<file path="src/rtl/ascii_hex_word_parser.sv">
// Parses ASCII hex words terminated by CR/LF from a UART byte stream into a W-bit value.
// Outputs are registered one edge after the sampled byte; an idle gap abandons a partial word.
module ascii_hex_word_parser #(
  parameter int DIGITS         = 4,
  parameter int TIMEOUT_CYCLES = 1_000_000
) (
  input  logic                clk,
  input  logic                rst_n,
  input  logic [7:0]          rx_data,
  input  logic                rx_valid,
  output logic [4*DIGITS-1:0] value,
  output logic                value_valid,
  output logic                parse_error,
  output logic                busy
);

  localparam int W  = 4 * DIGITS;
  localparam int CW = $clog2(DIGITS + 1);
  localparam int GW = (TIMEOUT_CYCLES > 1) ? $clog2(TIMEOUT_CYCLES + 1) : 1;
  localparam logic [CW-1:0] CNT_FULL = CW'(DIGITS);
  localparam logic [GW-1:0] GAP_LAST = GW'(TIMEOUT_CYCLES - 1);

  typedef enum logic [1:0] {
    IDLE    = 2'd0,
    ACCUM   = 2'd1,
    DISCARD = 2'd2
  } state_t;

  state_t        state_q;
  logic [W-1:0]  shift_q;
  logic [W-1:0]  shift_d;
  logic [CW-1:0] cnt_q;
  logic [CW-1:0] cnt_d;
  logic [GW-1:0] gap_q;
  logic [W-1:0]  value_q;
  logic          value_valid_q;
  logic          parse_error_q;

  logic          is_digit;
  logic          is_term;
  logic [3:0]    nibble;

  always_comb begin
    is_digit = 1'b0;
    nibble   = 4'h0;
    if (rx_data >= 8'h30 && rx_data <= 8'h39) begin
      is_digit = 1'b1;
      nibble   = rx_data[3:0];
    end else if ((rx_data >= 8'h41 && rx_data <= 8'h46) ||
                 (rx_data >= 8'h61 && rx_data <= 8'h66)) begin
      is_digit = 1'b1;
      nibble   = rx_data[3:0] + 4'd9;
    end
  end

  assign is_term = (rx_data == 8'h0D) || (rx_data == 8'h0A);
  assign shift_d = (shift_q << 4) | W'(nibble);
  assign cnt_d   = cnt_q + 1'b1;

  always_ff @(posedge clk or negedge rst_n) begin
    if (!rst_n) begin
      state_q       <= IDLE;
      shift_q       <= '0;
      cnt_q         <= '0;
      gap_q         <= '0;
      value_q       <= '0;
      value_valid_q <= 1'b0;
      parse_error_q <= 1'b0;
    end else begin
      value_valid_q <= 1'b0;
      parse_error_q <= 1'b0;
      if (rx_valid) begin
        // A byte on the timeout cycle wins: it is processed and the gap restarts.
        gap_q <= '0;
        case (state_q)
          IDLE: begin
            if (is_digit) begin
              shift_q <= W'(nibble);
              cnt_q   <= CW'(1);
              state_q <= ACCUM;
            end else if (!is_term) begin
              parse_error_q <= 1'b1;
              state_q       <= DISCARD;
            end
          end
          ACCUM: begin
            if (is_digit && cnt_q != CNT_FULL) begin
              shift_q <= shift_d;
              cnt_q   <= cnt_d;
            end else if (is_term) begin
              value_q       <= shift_q;
              value_valid_q <= 1'b1;
              shift_q       <= '0;
              cnt_q         <= '0;
              state_q       <= IDLE;
            end else begin
              parse_error_q <= 1'b1;
              shift_q       <= '0;
              cnt_q         <= '0;
              state_q       <= DISCARD;
            end
          end
          DISCARD: begin
            if (is_term) begin
              state_q <= IDLE;
            end
          end
          default: state_q <= IDLE;
        endcase
      end else if (state_q != IDLE) begin
        if (gap_q == GAP_LAST) begin
          parse_error_q <= (state_q == ACCUM);
          state_q       <= IDLE;
          gap_q         <= '0;
          shift_q       <= '0;
          cnt_q         <= '0;
        end else begin
          gap_q <= gap_q + 1'b1;
        end
      end
    end
  end

  assign value       = value_q;
  assign value_valid = value_valid_q;
  assign parse_error = parse_error_q;
  assign busy        = (state_q != IDLE);

endmodule

</file>
<file path="config.mk">
export PLATFORM = sky130hd
export DESIGN_NAME = ascii_hex_word_parser
export DESIGN_NICKNAME = d
export VERILOG_FILES = /design/src/rtl/ascii_hex_word_parser.sv
export SDC_FILE = /design/constraint.sdc
export NUM_CORES = 1
export LEC_CHECK = 0
export BUFFER_PORTS_ARGS = -buffer_cell sky130_fd_sc_hd__buf_2
export CAP_MARGIN = 20
export CORE_MARGIN = 3
export CORE_UTILIZATION = 58
export DETAILED_ROUTE_END_ITERATION = 6
export PLACE_DENSITY_LB_ADDON = 0.3
export SLEW_MARGIN = 40
export SYNTH_ARGS = -nofsm -noshare
export SYNTH_HDL_FRONTEND = slang
export SYNTH_SLANG_ARGS = --single-unit
export TNS_END_PERCENT = 100
</file>
<file path="constraint.sdc">
create_clock -name clk -period 2.5 [get_ports clk]
set_input_delay 0.25 -clock clk [delete_from_list [all_inputs] [get_ports clk]]
set_output_delay 0.25 -clock clk [all_outputs]
set_load 0.05 [all_outputs]
</file>
* After elaboration in Yosys (flattened, before gate mapping)
Index checks and enable logic that the tools add are counted.
Storage, ports and cells: register bits 59, bits of input ports 11, output and inout bits 19, logic and storage cells 81
Cells by class: add/sub/neg operators 3, order comparisons 6, equal/unequal tests 11, multiplexer cells 39, bitwise logic cells 2, reductions and logical operators 13
Operators by type and width (number):
- 16-bit 2-to-1 mux | 5
- 20-bit 2-to-1 mux | 3
- 16-bit one-hot mux with 2 select lines | 1
- 20-bit by 1-bit adder with 20-bit output (second input constant) | 1
- 20-bit equality test (second input constant) | 1
- 8-bit by 4-bit equality test with 1-bit output (second input constant) | 2
- 8-bit by 7-bit >= comparator with 1-bit output (second input constant) | 2
- 8-bit by 7-bit <= comparator with 1-bit output (second input constant) | 2
- 2-bit 2-to-1 mux | 8
- 16-bit by 4-bit bitwise OR with 16-bit output | 1
- 3-bit 2-to-1 mux | 5
- 1-bit 2-to-1 mux | 12
- 3-bit != test (second input constant) | 4
- 8-bit by 6-bit >= comparator with 1-bit output (second input constant) | 1
- 8-bit by 6-bit <= comparator with 1-bit output (second input constant) | 1
- 4-bit 2-to-1 mux | 2
- 4-bit AND reduction | 2
- 2-bit one-hot mux with 3 select lines | 1
- 3-bit one-hot mux with 2 select lines | 1
- 2-bit nonzero test | 3
- 5-bit AND reduction | 1
- 4-bit adder (second input constant) | 1
- 1-bit logical AND | 4
- 4-bit != test (second input constant) | 1
- 8 further kinds | 9

* Logic depth before layout (Yosys ltp)
Gate-level depths: netlist of run 1.
depth after elaboration 9, depth in mapped cells 9, gate-level depth less buffers 7

* Worst setup path after synthesis of run 1
No wires, ideal clock.
path kind flip-flop to flip-flop, start point register gap_q[15], end point register cnt_q[1], setup time 121 ps, data arrival time 1917 ps, required time 2379 ps, path slack 462 ps, stages on the path, launching flop included 8, buffers on the path 2, clock period less this slack 2038 ps, cells stage by stage dfrtp_1 > or4_4 > nor4_4 > a21oi_2 > a221o_1 > buf_6 > buf_8 > a22o_1
On the way: longest elaborated chain between the ends 3
RTL lines:
- start: declaration | line 34 | logic [GW-1:0] gap_q;
- start signal: assignment | line 118 | gap_q <= gap_q + 1'b1;
- 20-bit equality test | line 111 | if (gap_q == GAP_LAST) begin
- 2-bit nonzero test (no line)
- 4-bit AND reduction (no line)
- end signal: assignment | line 89 | cnt_q <= cnt_d;
- end: declaration | line 32 | logic [CW-1:0] cnt_q;
No other way between the ends. A chain may end at the register's enable or synchronous reset.

* Worst setup path after layout of run 1
start point register gap_q[0], end point register shift_q[2]
On the way: longest elaborated chain between the ends 3
RTL lines:
- 20-bit equality test | line 111
- 2-bit nonzero test (no line)
- 4-bit AND reduction (no line)
- end signal: assignment | line 78 | shift_q <= W'(nibble);
- end signal: assignment | line 88 | shift_q <= shift_d;
- end: declaration | line 30 | logic [W-1:0] shift_q;
No other way between the ends.

==> results of run 1 <==
[cell type report]
type	instances	share of cell area (%)
clock inverter	5	3.05
clock buffer	11	4.31
sequential	59	45.0
multi-input combinational	202	38.1
inverter	8	0.915
timing repair buffer	38	6.64
tap	52	1.98
[Yosys cell counts, types with 7 or more instances]
cell type	instances	area share (%)
o21ai_0	10	1.8
dfrtp_1	59	53
a22o_2	8	2.9
nand3_1	10	1.8
a22o_1	9	2.8
xor2_1	9	2.8
nor2_1	21	2.8
ha_1	7	3.1
xnor2_1	7	2.2
inv_1	8	1.1
a21oi_1	8	1.4
nand2_1	65	8.7
[power breakdown]
part / leakage (nW) / switching [mW] / internal (mW)
combinational: 0.704 / 0.143 / 0.0637
sequential: 0.819 / 0.0285 / 0.981
clock: 0.123 / 0.358 / 0.686
[state kept, by name (all words and copies together), names as in the netlist]
| signal | count |
|---|---|
| gap_q | 20 |
| shift_q | 16 |
| value | 16 |
| cnt_q | 3 |
| state_q | 2 |
| parse_error | 1 |
| value_valid | 1 |
[logic make-up after synthesis]
family / Yosys count
buffers and inverters: 16
and+or+nand+nor: 130
AOI/OAI and AO/OA: 46
xor gates and xnor gates: 16
adders and majority gates: 7
DFF: 59
muxes: 3
[layer usage]
metal / global-route usage, % / up-vias
met1: 26.6 / 1020
met4: 6.60 / 0
met3: 7.52 / 7
met2: 33.7 / 45
met5: 0 / -
li1: - / 1045
[metrics by stage]
stage	hold slack [ps]	cell area (µm²)	setup WS (ps)	std cells	util (%)
2_1_floorplan	-45.6	2810	462	277	-
3_5_place_dp	292	3030	180	358	67.2
4_1_cts	245	3280	161	375	72.8
6_report	261	3280	144	375	72.8
3_3_place_gp	445	3020	258	358	67.1
5_1_grt	288	3280	8.10	375	72.8
[repair_timing]
item | in CTS | in global routing
hold endpoints to repair | 46 | 0
setup endpoints to repair | 0 | 0
hold buffers | 1 | 0
[critical path: stages (launching register included)]
cell,delay [ps]
dfrtp_1,400
ha_1,180
nand3_1,210
nor4_4,400
a21oi_2,150
a221o_1,530
a22o_2,360
[path summary, 6_finish.rpt]
kind | depth (start not counted) | end
hold / removal | 2 | gap_q[4]$_DFFE_PN0P_
setup reg to reg | 6 | shift_q[2]$_DFFE_PN0P_
max in group asynchronous | 3 | gap_q[4]$_DFFE_PN0P_
min in group asynchronous | 2 | gap_q[19]$_DFFE_PN0P_
hold reg to reg | 2 | value[13]$_DFFE_PN0P_
setup / recovery | 6 | shift_q[2]$_DFFE_PN0P_
==> flow_summary.ini, run 1 <==
[grt]
antenna_found_initial = 0
grt_max_degree = 49
overflow = 0
grt_pass1_vias = 2002
grt_pass1_wl_mm = 8.94
grt_usage_pct = 21.0

[floorplanning]
die_w_um = 75.6
dieHeight_um = 75.6
rows = 24
start_util_pct = 62.3
io_pins = 30
core_area_um2 = 4500
die_area_um2 = 5710

[timing]
hold_viol_final = 0
fin_skew_ps = 9.61
relSlewSlack_pct = 56.8
max_freq_mhz = 424
period_minus_slack_ps = 2360
final_max_slew_viol_count = 0
setup_tns_ps = 0
grt_setup_unrepaired = false
worst_pin_slew_ps = 647
setup_viol = 0
period_share_pct = 94.2

[synthesis]
netlist_area_um2 = 2810
synth_adder_area_share_pct = 3.12
synth_edf_count = 0
ys_warn_count = 0
synth.distinct_cells = 48
syn-num-nets = 295
synth_top_family_by_area = simple AND/OR/NAND/NOR gates
synth-simple-area-share_pct = 23.0
ys.flop_type = dfrtp_1
ys_seq_area_share_pct = 52.6
muxShareOfSynthArea_pct = 1.11
synth-seq-cells = 59
synthXorXnorAreaFrac_pct = 4.99
avgSynthCellArea_um2 = 10.1
async_flop_share_pct = 100
synth_compound_area_share_pct = 12.2
netlist_instances = 277

[finish]
fin_nets = 336
syn2layout_area_growth_pct = 16.9
layout-drive-gt1-share_pct = 22.0
mostFrequentLayoutCell = nand2_1
n_antenna_cell = 0
seq_area_um2 = 1480
fill_cells = 329
multi_input_area_um2 = 1250
mostFrequentLayoutCells = 65 x nand2_1, 59 x dfrtp_1, 28 x buf_2

[routing]
drt_wl_total_mm = 5.31
wl_per_cell_um = 14.2
viasPerCell = 5.65
firstDrtPassIters = 4
dr_wl_met3_um = 223
met2WireLength_mm = 2.52
drcViolationCount = 0
vias = 2117
highest_layer = met4
met1_length_mm = 2.51
drt_iter0_markers = 127
ant_nets = 0

[place]
routabilityCongestion = 0.848
io_buffers = 29
hpwl_mm = 3.68

[critical_path]
cp.required_ps = 2720
critPathLaunch = gap_q[0]$_DFFE_PN0P_
startpoint_type = flip-flop
r2r_slack_ps = 140
worstSetupPathType = flip-flop to flip-flop
cp.arrival_ps = 2570
cp-end-kind = flip-flop
crit_path_max_fanout = 19
r2r-start = gap_q[0]$_DFFE_PN0P_

[clocking]
cts_tree = yes
cts_max_level = 3
cts_buffers = 9
clk_pin_slew_ps = 60
cts_sinks = 59
cts_setup_buffers = 0
max-clock-path-buffers = 2
root_buffer = clkbuf_8
ctsResizeCount = 0
clk_latency_ps = 330

[power_and_ir_drop]
p_per_area_nw_per_um2 = 689
ir_worst_vdd_mv = 0.611
leakagePower_nw = 1.65
finalPower_mw = 2.26

[worst_hold_path]
hold_path_class = input pin to flip-flop
worstHoldStart = rx_valid

[run_status]
outcome = complete, no violations

[flow_run]
max_cap_violations = 0
Note: power is estimated with default switching activity, not from simulation.
==> run 2, diff against run 1 <==
CELL_PAD_IN_SITES_DETAIL_PLACEMENT = 1   (was default)
CELL_PAD_IN_SITES_GLOBAL_PLACEMENT = 1   (was default)
CORE_UTILIZATION = 45   (was 58)
REMOVE_ABC_BUFFERS = 1   (was default)
==> run 2 against run 1 <==
Critical path type unchanged. Clock skew down 3.4 ps. Highest routed layer unchanged. Clock power down 19%. Global-route usage down 1.2 points. Cell area down 0.42%.
==> flow_summary.ini, run 2 (synthesized netlist as in run 1, its figures left out) <==
[run_status]
outcome = complete, no violations

[timing]
max_freq_mhz = 445
setup_viol = 0
period_share_pct = 89.8
relSlewSlack_pct = 62.0
fin_skew_ps = 6.21
setup_tns_ps = 0
hold_viol_final = 0
period_minus_slack_ps = 2240
grt_setup_unrepaired = false
worst_pin_slew_ps = 569
final_max_slew_viol_count = 0

[grt]
overflow = 0
grt_use_met2_pct = 33.7
met1_usage_pct = 24.8
grt_max_degree = 28
grt_pass1_vias = 2360
use_met3_pct = 3.98
antenna_found_initial = 0
grt_usage_pct = 19.7
grt_pass1_wl_mm = 11.3
busiest_layer = met2

[floorplanning]
rows = 28
die_w_um = 85.0
io_pins = 30
core_area_um2 = 5990
dieHeight_um = 85.0
die_area_um2 = 7220
start_util_pct = 46.8

[routing]
drcViolationCount = 0
vias = 2199
wl_per_cell_um = 16.6
ant_nets = 0
firstDrtPassIters = 4
drt_wl_total_mm = 6.62
viasPerCell = 5.51
drt_iter0_markers = 104

[clocking]
cts_tree = yes
root_buffer = clkbuf_8
clk_latency_ps = 330
cts_max_level = 3
clk_pin_slew_ps = 70
cts_sinks = 59
cts_buffers = 9
max-clock-path-buffers = 2

[worst_hold_path]
worstHoldStart = rx_valid
hold_path_class = input pin to flip-flop

[finish]
top_register = gap_q
mostFrequentLayoutCell = nand2_1
mostFrequentLayoutCells = 65 x nand2_1, 59 x dfrtp_1, 29 x buf_2
layout-drive-gt1-share_pct = 22.8
n_antenna_cell = 0
fin_nets = 337
fill_cells = 712
largest_register_ffs = 20
syn2layout_area_growth_pct = 16.4
design_area_um2 = 3270

[critical_path]
critical-path-top-delay-family = compound AO/OA/AOI/OAI gates
path_cells = ha_1 -> nand3_1 -> nor4_4 -> a21oi_2 -> a221o_2 -> a22o_2
critPathBufInv = 0
cp_slowest_cell = a221o_2
cp.arrival_ps = 2460
cp.required_ps = 2720
startpoint_type = flip-flop
cp-end-kind = flip-flop
crit_path_max_fanout = 19
max_stage_delay_ps = 480
worstSetupPathType = flip-flop to flip-flop
critPathLaunch = gap_q[0]$_DFFE_PN0P_
r2r-start = gap_q[0]$_DFFE_PN0P_

[power_and_ir_drop]
p_per_area_nw_per_um2 = 636
ir_worst_vdd_mv = 0.280
leakagePower_nw = 1.62

[place]
hpwl_mm = 4.68
routabilityCongestion = 0.775
io_buffers = 29
placed_cell_area_um2 = 3060

[flow_run]
max_cap_violations = 0
==> run 2: layer usage <==
| layer | vias up | share of wire [%] |
|---|---|---|
| met3 | 4 | 3.4 |
| li1 | 1045 | - |
| met1 | 1118 | 45 |
| met5 | - | 0 |
| met2 | 32 | 51 |
| met4 | 0 | 0.83 |
==> run 2: worst paths after layout <==
kind	endpoint	slack, ps	depth (start not counted)
max in group asynchronous	shift_q[0]$_DFFE_PN0P_	1450	3
setup / recovery	shift_q[0]$_DFFE_PN0P_	260	6
hold / removal	gap_q[2]$_DFFE_PN0P_	280	2
hold reg to reg	value[15]$_DFFE_PN0P_	460	2
setup reg to reg	shift_q[0]$_DFFE_PN0P_	260	6
min in group asynchronous	value[14]$_DFFE_PN0P_	360	2
==> run 2: where the power goes <==
part / switching [mW] / internal [mW] / leakage, nW
clock network: 0.390 / 0.456 / 0.0950
registers: 0.0313 / 0.981 / 0.819
logic: 0.152 / 0.0677 / 0.708
==> run 2: per-stage QoR <==
stage	hold slack [ps]	power [mW]	worst slack [ps]	utilization [%]	std cells
after floorplan	-45.6	1.15	400	-	269
after global routing	296	2.17	101	54.5	399
after CTS	263	2.11	111	54.5	399
after global placement	189	1.23	243	51.1	382
after detailed placement	189	1.25	168	51.1	382
final	283	2.08	255	54.5	399
==> run 2: repair_timing <==
item,CTS,global route
gates resized for setup,0,1
hold buffers,1,0
hold endpoints to repair,16,0
endpoints found under the setup margin,0,4
buffers inserted,0,0
==> run 2: worst register-to-register path: cells and delay by family, from the launching register on <==
family	cells	cell delay (ps)
adders and majority gates	1	190
DFF	1	410
and+or+nand+nor	2	590
AOI/OAI and AO/OA	3	950
==> run 2: layout make-up <==
class	instances	area [µm²]	area share, %
clock inverters	7	68.8	2.11
clock buffers	9	124	3.79
well taps	75	93.8	2.87
repair buffers	39	223	6.82
multi-input cells	202	1250	38.3
flip-flops and latches	59	1480	45.2
inverters	8	30.0	0.919
